==> src/rtl/seg_scan_ctrl.sv <==
// Seven-segment digit scanner: rotates a one-cold active-low anode select over the
// enabled digits, with optional blanking between digits and a digit-data mux.
//
// state | meaning
// OFF   | all anodes off; seeks the first enabled digit from digit_idx
// SHOW  | anode digit_idx driven; tickin advances to the next enabled digit
// BLANK | all anodes off for BLANK_CYCLES clocks before showing the held next digit
module seg_scan_ctrl #(
  parameter int NUM_DIGITS   = 8,
  parameter int DATA_W       = 4,
  parameter int BLANK_CYCLES = 0,
  localparam int IDX_W       = $clog2(NUM_DIGITS),
  localparam int CNT_W       = (BLANK_CYCLES > 1) ? $clog2(BLANK_CYCLES + 1) : 1
) (
  input  logic                           clk,
  input  logic                           reset,
  input  logic                           tickin,
  input  logic                           dir,
  input  logic [NUM_DIGITS-1:0]          digit_en,
  input  logic [NUM_DIGITS*DATA_W-1:0]   digits,
  output logic [NUM_DIGITS-1:0]          shift,
  output logic [IDX_W-1:0]               digit_idx,
  output logic [DATA_W-1:0]              cur_data,
  output logic                           frame_done
);

  typedef enum logic [1:0] {OFF, SHOW, BLANK} state_t;

  state_t                  state_q, state_d;
  logic [IDX_W-1:0]        idx_q, idx_d;
  logic [IDX_W-1:0]        nxt_q, nxt_d;
  logic [CNT_W-1:0]        cnt_q, cnt_d;
  logic [NUM_DIGITS-1:0]   shift_q, shift_d;
  logic                    fd_q, fd_d;
  logic [IDX_W-1:0]        seek_incl, seek_excl;

  // Wraps at NUM_DIGITS-1 explicitly so non-power-of-two digit counts stay in range.
  function automatic logic [IDX_W-1:0] seek(input logic [IDX_W-1:0] from,
                                            input logic d,
                                            input logic [NUM_DIGITS-1:0] en,
                                            input logic incl);
    logic [IDX_W-1:0] res;
    logic [IDX_W-1:0] ci;
    logic             found;
    int               c;
    int               step;
    res   = from;
    found = 1'b0;
    for (int k = 0; k < NUM_DIGITS; k++) begin
      step = incl ? k : k + 1;
      if (!d) begin
        c = int'(from) + step;
        if (c >= NUM_DIGITS) c = c - NUM_DIGITS;
      end else begin
        c = int'(from) - step;
        if (c < 0) c = c + NUM_DIGITS;
      end
      ci = IDX_W'(c);
      if (!found && en[ci]) begin
        found = 1'b1;
        res   = ci;
      end
    end
    return res;
  endfunction

  always_comb begin
    state_d   = state_q;
    idx_d     = idx_q;
    nxt_d     = nxt_q;
    cnt_d     = cnt_q;
    fd_d      = 1'b0;
    seek_incl = seek(idx_q, dir, digit_en, 1'b1);
    seek_excl = seek(idx_q, dir, digit_en, 1'b0);
    case (state_q)
      OFF: begin
        if (|digit_en) begin
          state_d = SHOW;
          idx_d   = seek_incl;
        end
      end
      SHOW: begin
        if (!digit_en[idx_q]) begin
          state_d = OFF;
        end else if (tickin) begin
          fd_d = dir ? (seek_excl >= idx_q) : (seek_excl <= idx_q);
          if (BLANK_CYCLES == 0) begin
            idx_d = seek_excl;
          end else begin
            state_d = BLANK;
            nxt_d   = seek_excl;
            cnt_d   = CNT_W'(BLANK_CYCLES - 1);
          end
        end
      end
      BLANK: begin
        if (cnt_q == '0) begin
          // Mask is re-sampled here so a digit disabled during blanking is never lit.
          if (digit_en[nxt_q]) begin
            state_d = SHOW;
            idx_d   = nxt_q;
          end else begin
            state_d = OFF;
          end
        end else begin
          cnt_d = cnt_q - CNT_W'(1);
        end
      end
      default: state_d = OFF;
    endcase
    shift_d = '1;
    for (int i = 0; i < NUM_DIGITS; i++) begin
      if (state_d == SHOW && idx_d == IDX_W'(i)) shift_d[i] = 1'b0;
    end
  end

  always_ff @(posedge clk or posedge reset) begin
    if (reset) begin
      state_q <= OFF;
      idx_q   <= '0;
      nxt_q   <= '0;
      cnt_q   <= '0;
      shift_q <= '1;
      fd_q    <= 1'b0;
    end else begin
      state_q <= state_d;
      idx_q   <= idx_d;
      nxt_q   <= nxt_d;
      cnt_q   <= cnt_d;
      shift_q <= shift_d;
      fd_q    <= fd_d;
    end
  end

  always_comb begin
    cur_data = '0;
    for (int i = 0; i < NUM_DIGITS; i++) begin
      if (idx_q == IDX_W'(i)) cur_data = digits[i*DATA_W +: DATA_W];
    end
  end

  assign shift      = shift_q;
  assign digit_idx  = idx_q;
  assign frame_done = fd_q;

endmodule

==> config.mk <==
export PLATFORM = sky130hd
export DESIGN_NAME = seg_scan_ctrl
export DESIGN_NICKNAME = d
export VERILOG_FILES = /design/src/rtl/seg_scan_ctrl.sv
export SDC_FILE = /design/constraint.sdc
export NUM_CORES = 1
export LEC_CHECK = 0
export BUFFER_PORTS_ARGS = -buffer_cell sky130_fd_sc_hd__buf_2
export CAP_MARGIN = 20
export CORE_UTILIZATION = 55
export CTS_BUF_LIST = sky130_fd_sc_hd__clkbuf_2
export DETAILED_ROUTE_END_ITERATION = 12
export PLACE_DENSITY = 0.9
export SYNTH_ARGS = -nofsm -noshare
export SYNTH_HDL_FRONTEND = slang
export SYNTH_SLANG_ARGS = --single-unit
==> constraint.sdc <==
create_clock -name clk -period 10.76 [get_ports clk]
set_input_delay 1.614 -clock clk [delete_from_list [all_inputs] [get_ports clk]]
set_output_delay 1.614 -clock clk [all_outputs]
set_load 0.01 [all_outputs]
### Word level (Yosys, flattened, before mapping)

Cells that the tools add are included.

| operators by class | value |
|---|---|
| reduce and logical (&&, ||, !) cells | 40 |
| magnitude comparators | 30 |
| eq/ne operators | 17 |
| add/sub/neg operators | 33 |
| muxes and demuxes | 109 |

Operators by type and width:

| kind | number |
|---|---|
| $mux 3 | 48 |
| $lt 3x4->1 const B | 10 |
| $mux 1 | 38 |
| $mux 4 | 8 |
| $bmux 1 s3 | 10 |
| $ge 4x4->1 const B | 7 |
| $lt 4x1->1 const B | 7 |
| $add 3x1->3 const B | 8 |
| $eq 3x3->1 const B | 8 |
| $sub 3x1->3 const B | 8 |
| $logic_and 1x1->1 | 22 |
| $add 3x3->4 const B | 4 |
| $sub 3x3->4 const B | 4 |
| $logic_not 1->1 | 14 |
| $eq 3x2->1 const B | 4 |
| $pmux 3 s3 | 1 |
| $add 3x2->4 const B | 2 |
| $reduce_or 8->1 | 1 |
| $sub 3x2->4 const B | 2 |
| $eq 3x1->1 const B | 2 |
| $logic_not 3->1 | 2 |
| $mux 2 | 3 |
| $pmux 2 s3 | 1 |
| $add 3x4->5 const B | 1 |
| 13 further kinds | 14 |

| word-level totals | value |
|---|---|
| word-level logic and storage cells | 234 |
| register bits after elaboration | 15 |
| input port bits | 44 |

### Depth between registers and ports, before layout

Gate-level depths: netlist of run 1.

| depth | value |
|---|---|
| word-level depth | 34 |
| depth in mapped cells | 18 |
| mapped depth without buffers | 15 |

### Worst setup path after synthesis of run 1

OpenSTA, ideal clock, no wires.

| timing path | value |
|---|---|
| path type | reg2reg |
| from | reg idx_q[1], in the netlist digit_idx[1] |
| to | reg fd_q, in the netlist frame_done |
| arrival | 4.329 ns |
| buffers on the path | 3 |
| stages on the path, launching flop included | 19 |
| path slack | 6.296 ns |
| data required time | 10.625 ns |
| library setup time | 0.135 ns |
| path through | dfrtp_1 buf_2 buf_1 clkinv_1 ha_1 xor2_1 buf_4 or2_1 a21o_1 nand2_1 a2111oi_2 o41a_1 a41oi_2 a21oi_1 ha_1 a21o_1 a22o_1 a221oi_1 nor3b_1 |

| on the way | value |
|---|---|
| word-level cells in the longest chain between the ends | 33 |
| elaborated cells on any way between the ends | 125 |
| those cells by class | add/sub: 32; order compare: 18; mux: 61; reduce/logical: 14 |

Ends and longest elaborated chain:

| item | RTL line | RTL |
|---|---|---|
| from (decl) | 30 | `logic [IDX_W-1:0] idx_q, idx_d;` |
| from (signal assigned) | 127 | `idx_q <= idx_d;` |
| $add 3x1->4 / $sub 3x1->4 (equally long branches) | 52, 55 |  |
| $ge 4x4->1 (tied with other cells) | 53 | `if (c >= NUM_DIGITS) c = c - NUM_DIGITS;` |
| $mux 3, on equally long branches | 53, 56 |  |
| $mux 3 | 51 | `if (!d) begin` |
| $bmux 1 s3 | 59 | `if (!found && en[ci]) begin` |
| $mux 1 (implied by the code) | 59 |  |
| $mux 1 | 59 |  |
| $logic_not 1->1 | 59 |  |
| [... 18 more ...] | - |  |
| $logic_and 1x1->1 | 59 |  |
| $mux 3 | 59 |  |
| $le 3x3->1 / $ge 3x3->1 (equally long branches) | 86 | `fd_d = dir ? (seek_excl >= idx_q) : (seek_excl <= idx_q);` |
| $mux 1 | 86 |  |
| $mux 1 | 85 | `end else if (tickin) begin` |
| $mux 1 (*) | 83 | `if (!digit_en[idx_q]) begin` |
| $mux 1 (*) | 75 | `case (state_q)` |
| via fd_d | 34 | `logic fd_q, fd_d;` |
| to (signal assigned) | 124 | `fd_q <= 1'b0;` |
| to (signal assigned) | 131 | `fd_q <= fd_d;` |
| to (decl) | 34 |  |

The timed path passes the listed nets; every way through them passes the cells marked *. The select of a mux whose other input is x is not followed.
A chain may end at the register's enable or synchronous reset.

### Final worst setup path of run 1

Same ends and word-level chain as after synthesis.

==> run_results.csv, run 1 <==
group,metric,value,unit
clock_tree,htreeDepth,1,
sta,final-max-slew-violation-count,0,
detailed_routing,drt-total-wl,7140,um
place,placed_cell_area,0.00285,mm^2
detailed_routing,final_antenna_net_count,0,
sta,finalClockSkew,0.000394,ns
clock_tree,post-cts-setup-buffers,0,
grt,grt_start_max_net_pins,27,
critical_path,r2r_cells,15,
sta,hold_violations,0,
detailed_routing,vias,2797,
clock_tree,cts_hold_buf,0,
synthesis,synth_area_leaders,"dfstp_2 8.2%, dfrtp_1 5.8%, nand2_1 5.4%",
place,routabilityCongestion,0.992,
die,initial_core_util,58.2,%
grt,grt_first_pass_wirelength,11500,um
sta,min_period,5.42,ns
layout,design_area,0.00287,mm^2
clock_tree,cts_tree,"yes",
synthesis,syn_area_per_cell,7.95,um^2
detailed_routing,drtPass1Iterations,7,
detailed_routing,vias_per_cell,6.57,
critical_path,worstPathRequired,10.91,ns
die,fp.dieW,70.3,um
detailed_routing,first_iter_violations,181,
critical_path,end_kind,"flop",
clock_tree,cts_resized,0,
critical_path,timing.rr.end,"frame_done",
grt,overflow,0,
detailed_routing,avgRoutedWirePerCell,16.8,um
critical_path,worstSetupEndpoint,"frame_done",
synthesis,syn_nets,378,
run,maxCapViolCount,0,
synthesis,ys.flop_type,"dfstp_2",
synthesis,synth_compound_area_share,32.7,%
synthesis,synth_seq_cells,14,
critical_path,worstSetupPathType,"reg2reg",
sta,fin_setup_tns,0,ns
sta,period_share,50.3,%
sta,rsz0062_at_grt,"no",
hold_path,hold_path.class,"reg2reg",
clock_tree,ctsLongestPathBuffers,2,
sta,worst_slew_pin_slew,0.784,ns
critical_path,critPathArrivalTime,5.56,ns
grt,antenna_found_initial,0,
place,dp_hpwl,5510,um
outcome,status,"finished clean",
synthesis,synth_mux_area_share,18.0,%
die,pin_count,60,
layout,fin_nets,430,
synthesis,post_synth_and_or_nand_nor_area_fraction,22.1,%
synthesis,yosysWarnings,0,
clock_tree,clock-sinks,14,
synthesis,synthAdderAreaFrac,5.36,%
layout,num_antenna_cells,0,
die,coreArea,0.00441,mm^2
critical_path,crit_fanout,19,
synthesis,async_reset_ff_share,100,%
grt,grt_pass1_vias,2457,
sta,finalSetupViolCount,0,
synthesis,synth_top_family_by_area,"compound AO/OA/AOI/OAI gates",
detailed_routing,drc,0,
critical_path,r2r_slack,5.34,ns
critical_path,r2r_start,"digit_idx[1]",
synthesis,synthesis.area,0.00257,mm^2
synthesis,yosysTopAreaCell,"dfstp_2",
place,dp_slack,5.48,ns
layout,area_delta_synth_final,11.7,%
die,rows,24,
layout,drive_gt1_share,28.9,%
sta,setup_ws,5.34,ns
clock_tree,cts_root_buf,"clkbuf_2",
die,die_y,70.3,um
clock_tree,clk_latency,0.26,ns
place,port_buffers,59,
clock_tree,clk_pin_slew,0.12,ns
synthesis,ys_top_cells_by_count,"37 x nand2_1, 37 x nor2_1, 24 x o21ai_0",
clock_tree,cts_made_buffers,3,
critical_path,cp-startpoint,"digit_idx[1]",
synthesis,synth_edf_count,0,
synthesis,yosysUniqueCellTypes,71,
grt,grt.total_usage,28.4,%
synthesis,syn_inst,323,
sta,fmax,185,MHz
synthesis,synth-xor-area-share,2.63,%
sta,hold_ws,0.731,ns
critical_path,start_kind,"flop",
synthesis,yosys.area.top_type_share,8.19,%
synthesis,ys_seq_area_share,14.0,%
die,die_area,0.00495,mm^2
sta,maxSlewHeadroom,47.5,%
area by class of cell:
cell class                      count  area, um^2
Tap cell                           52        65.1
Sequential cell                    14         360
Fill cell                         376        1550
Clock inverter                      1        3.75
Multi-Input combinational cell    285        2080
Inverter                           11        41.3
Timing Repair Buffer               60         303
Clock buffer                        3        15.0
per-stage QoR:
stage                     util (%)  std cells
after floorplan                  -        323
after global routing          65.0        426
after CTS                     65.0        426
final                         65.0        426
after detailed placement      64.5        422
after global placement        64.5        422
placed cells by master, fill, tap and decap left out, types with 3 or more instances in the layout:
cell       n
buf_2     59
mux2_2     6
and3_1     3
mux2i_1   13
a22o_1     3
a22oi_1    6
nor2b_1    3
a211oi_1   8
a21o_1     6
o211ai_1   3
mux4_2     4
nand2_1   37
nand3b_1   5
nor3_1     7
inv_1      8
a21oi_1   20
o21ai_0   24
nor4_1     3
o221ai_1   7
nand3_1   14
and2_1     5
a31oi_1    3
a221oi_1   3
dfstp_2    8
dfrtp_1    6
or2_1      3
clkbuf_2   3
mux2_4     4
nor2_1    37
ha_1      11
sequential cells by signal, indices dropped and copies added, names as in the netlist:
register,cells
frame_done,1
digit_idx,3
shift,8
state_q,2
logic make-up (layout without fill, tap and decap cells):
family	count (synthesis)	count (layout)
and+or+nand+nor	122	122
AOI/OAI and AO/OA	112	112
muxes	33	33
buffers and inverters	24	75
DFF	14	14
adders and majority gates	11	11
xor gates and xnor gates	6	6
other	1	1
critical path: stages (launching register included):
cell,delay [ns]
dfrtp_1,0.84
clkinv_1,0.59
ha_1,0.57
xor2_1,0.65
nor2_1,0.18
mux2_4,0.34
or2_1,0.30
a2111oi_2,0.38
o41a_1,0.23
a41oi_2,0.06
a21oi_1,0.21
ha_1,0.27
a21o_1,0.18
a22o_1,0.18
a221oi_1,0.24
nor3b_1,0.08
layer usage:
metal  vias up  track usage [%]  routed length (um)  share of wire, %
met5         -                0                   0                 0
met4         0             6.44                 161               2.3
met3        22             5.19                 811                11
met2       196             46.0                3170                44
met1      1244             39.0                2990                42
li1       1335                -                   -                 -
worst min-delay path by stage:
stage / end / depth (start not counted) / startpoint / slack [ns]
final: frame_done / 1 / state_q[1] / 0.73
after global routing: frame_done / 1 / state_q[1] / 0.78
after CTS: frame_done / 1 / state_q[1] / 0.72
after detailed placement: frame_done / 1 / state_q[1] / 0.70
after global placement: frame_done / 1 / state_q[1] / 0.71
after floorplan: digit_idx[2] / 3 / state_q[0] / 0.69
Power of run 1 is not shown: default switching activity piles up to over one toggle a cycle in this logic, so the estimate is an artifact.
==> run 2, diff against run 1 <==
--- a/config.mk
+++ b/config.mk
@@ -5,12 +5,13 @@
 export SDC_FILE = /design/constraint.sdc
 export NUM_CORES = 1
 export LEC_CHECK = 0
+export ABC_AREA = 1
 export BUFFER_PORTS_ARGS = -buffer_cell sky130_fd_sc_hd__buf_2
 export CAP_MARGIN = 20
 export CORE_UTILIZATION = 55
 export CTS_BUF_LIST = sky130_fd_sc_hd__clkbuf_2
 export DETAILED_ROUTE_END_ITERATION = 12
-export PLACE_DENSITY = 0.9
+export PLACE_DENSITY = 0.92
 export SYNTH_ARGS = -nofsm -noshare
 export SYNTH_HDL_FRONTEND = slang
 export SYNTH_SLANG_ARGS = --single-unit
==> constraint.sdc (replaced) <==
create_clock -name clk -period 5.6 [get_ports clk]
set_input_delay 0.84 -clock clk [delete_from_list [all_inputs] [get_ports clk]]
set_output_delay 0.84 -clock clk [all_outputs]
set_load 0.01 [all_outputs]
==> run_results.csv, run 2 <==
group,metric,value,unit
power,p_leak,1.48,nW
clock_tree,clk_latency,0.29,ns
grt,grt.total_usage,31.5,%
sta,finalSetupViolCount,0,
die,coreArea,0.00380,mm^2
layout,final_common_cell,"nand2_1",
synthesis,synthAdderAreaFrac,6.08,%
sta,finalClockSkew,0.0139,ns
layout,largest_reg_flops,8,
synthesis,synth_mux_area_share,0,%
die,die_y,66.1,um
critical_path,critPathArrivalTime,4.02,ns
synthesis,async_reset_ff_share,100,%
sta,rsz0062_at_grt,"no",
synthesis,synth_edf_count,0,
layout,nFillCells,331,
synthesis,syn_inst,389,
die,initial_core_util,59.6,%
layout,drive_gt1_share,25.6,%
die,die_area,0.00437,mm^2
critical_path,worstSetupPathType,"reg2reg",
run,maxCapViolCount,0,
grt,overflow,0,
synthesis,yosysTopAreaCell,"nand2_1",
detailed_routing,drtPass1Iterations,5,
sta,fin_setup_tns,0,ns
die,rows,22,
place,dp_hpwl,5180,um
sta,period_share,68.0,%
layout,seq_area,360,um^2
clock_tree,cts_tree,"yes",
clock_tree,clk_pin_slew,0.12,ns
synthesis,synth_compound_area_share,11.1,%
clock_tree,ctsLongestPathBuffers,2,
die,fp.dieW,66.1,um
detailed_routing,drc,0,
clock_tree,cts_made_buffers,3,
synthesis,synth_seq_cells,14,
sta,worst_slew_pin_slew,0.650,ns
detailed_routing,final_antenna_net_count,0,
critical_path,end_kind,"flop",
sta,fmax,263,MHz
sta,final-max-slew-violation-count,0,
synthesis,ys_top_cells_by_count,"148 x nand2_1, 48 x nand3_1, 41 x inv_1",
detailed_routing,drt-total-wl,6470,um
grt,grt_first_pass_wirelength,10600,um
detailed_routing,avgRoutedWirePerCell,13.1,um
synthesis,syn_area_per_cell,5.82,um^2
synthesis,synth-xor-area-share,1.49,%
place,routabilityCongestion,0.972,
layout,multi_input_area,0.00165,mm^2
synthesis,syn_nets,444,
synthesis,yosysWarnings,0,
clock_tree,cts_resized,0,
power,peakVddDrop,0.332,mV
synthesis,post_synth_and_or_nand_nor_area_fraction,54.2,%
place,port_buffers,59,
hold_path,hold_path.class,"in2async",
synthesis,ys.flop_type,"dfstp_2",
sta,maxSlewHeadroom,56.2,%
clock_tree,cts_hold_buf,0,
critical_path,start_kind,"flop",
synthesis,synthesis.area,0.00226,mm^2
sta,min_period,3.81,ns
grt,grt_start_max_net_pins,19,
detailed_routing,first_iter_violations,244,
synthesis,ys_seq_area_share,15.9,%
synthesis,yosysUniqueCellTypes,39,
synthesis,yosys.area.top_type_share,24.6,%
synthesis,yosysMostFrequentCell,"nand2_1",
layout,instances_no_fill,493,
detailed_routing,vias,2757,
outcome,status,"finished clean",
grt,antenna_found_initial,0,
critical_path,worstPathRequired,5.81,ns
grt,grt_pass1_vias,2432,
die,pin_count,60,
layout,fin_nets,502,
clock_tree,clock-sinks,14,
clock_tree,post-cts-setup-buffers,0,
power,power.density,712,mW/mm^2
clock_tree,htreeDepth,1,
layout,num_antenna_cells,0,
detailed_routing,vias_per_cell,5.59,
synthesis,synth_top_family_by_area,"simple AND/OR/NAND/NOR gates",
layout,layout_common_cells,"148 x nand2_1, 59 x buf_2, 48 x nand3_1",
layout,area_delta_synth_final,14.3,%
layout,finish.utilization,68.1,%
sta,hold_violations,0,
place,dp_cells,490,
critical_path,crit_fanout,18,
clock_tree,cts_root_buf,"clkbuf_2",
synthesis,synth_area_leaders,"nand2_1 25%, nand3_1 11%, dfstp_2 9.3%",
## run 2: cell types whose count changed after synthesis, sizes merged, moves of 7 or more
cell and delta:
a211oi -9, a21oi -12, inv +43, mux2 -11, mux2i -16, nand2 +125, nand3 +38, nand4 +8
o21ai -14, o221ai -7
## run 2: per-layer routing
metal  global-route usage (%)  share of wire (%)  up-vias
li1                         -                  -     1368
met1                     41.9                 42     1231
met2                     51.8                 45      142
met3                     6.38                 10       16
met4                     7.98                2.1        0
met5                        0                  0        -
## run 2: power by group
group          internal [mW]  switching, mW  total [mW]
combinational          0.531           1.06        1.59
sequential             0.144         0.0575       0.202
clock                 0.0146         0.0304      0.0450
## run 2: worst paths after layout
kind	startpoint	to	slack (ns)	cells after the start
worst max-delay path	digit_idx[0]	frame_done	1.79	22
min in group clk	state_q[0]	digit_idx[2]	0.69	2
worst min register to register	state_q[0]	digit_idx[2]	0.69	2
max in group asynchronous	reset	shift[1]	4.68	2
worst max register to register	digit_idx[0]	frame_done	1.79	22
worst min-delay path	reset	frame_done	0.55	2
## run 2: kinds of logic (layout without fill, tap and decap cells)
logic type,Yosys count,after routing
AOI/OAI and AO/OA,41,41
adders and majority gates,11,11
and+or+nand+nor,260,260
DFF,14,14
buffers and inverters,59,115
xor gates and xnor gates,3,3
other,1,1
## run 2: cell type report
cell class / count / share of cell area, %
inverter: 53 / 7.79
timing repair buffer: 59 / 11.4
sequential: 14 / 13.9
multi-input combinational: 316 / 63.9
clock buffer: 3 / 0.581
tap: 48 / 2.32
## run 2: critical path, cell delays in order (launching register included)
cell      delay (ns)
dfrtp_1         0.74
inv_2           0.28
ha_1            0.43
inv_2           0.06
nand2_1         0.10
nand2_4         0.11
nand2_2         0.08
nand2_1         0.09
nand2_2         0.11
nand2_4         0.09
nor2_8          0.14
nand4_4         0.11
inv_2           0.10
nand2_4         0.07
inv_2           0.06
nand2_1         0.04
nand2_1         0.12
inv_1           0.05
ha_1            0.31
a21oi_1         0.14
o21ai_0         0.13
xor2_1          0.17
a211oi_1        0.20
## run 2: stage by stage
step / setup slack (ns) / area (um^2) / total power, mW / hold WS (ns)
final: 1.79 / 2580 / 1.84 / 0.548
after global placement: 2.07 / 2570 / 1.73 / 0.636
after CTS: 1.83 / 2580 / 1.81 / 0.564
after detailed placement: 1.86 / 2570 / 1.76 / 0.670
after floorplan: 2.48 / 2260 / 1.43 / 0.588
after global routing: 1.44 / 2580 / 2.06 / 0.572
No activity file was read; power rests on OpenSTA's default activity.
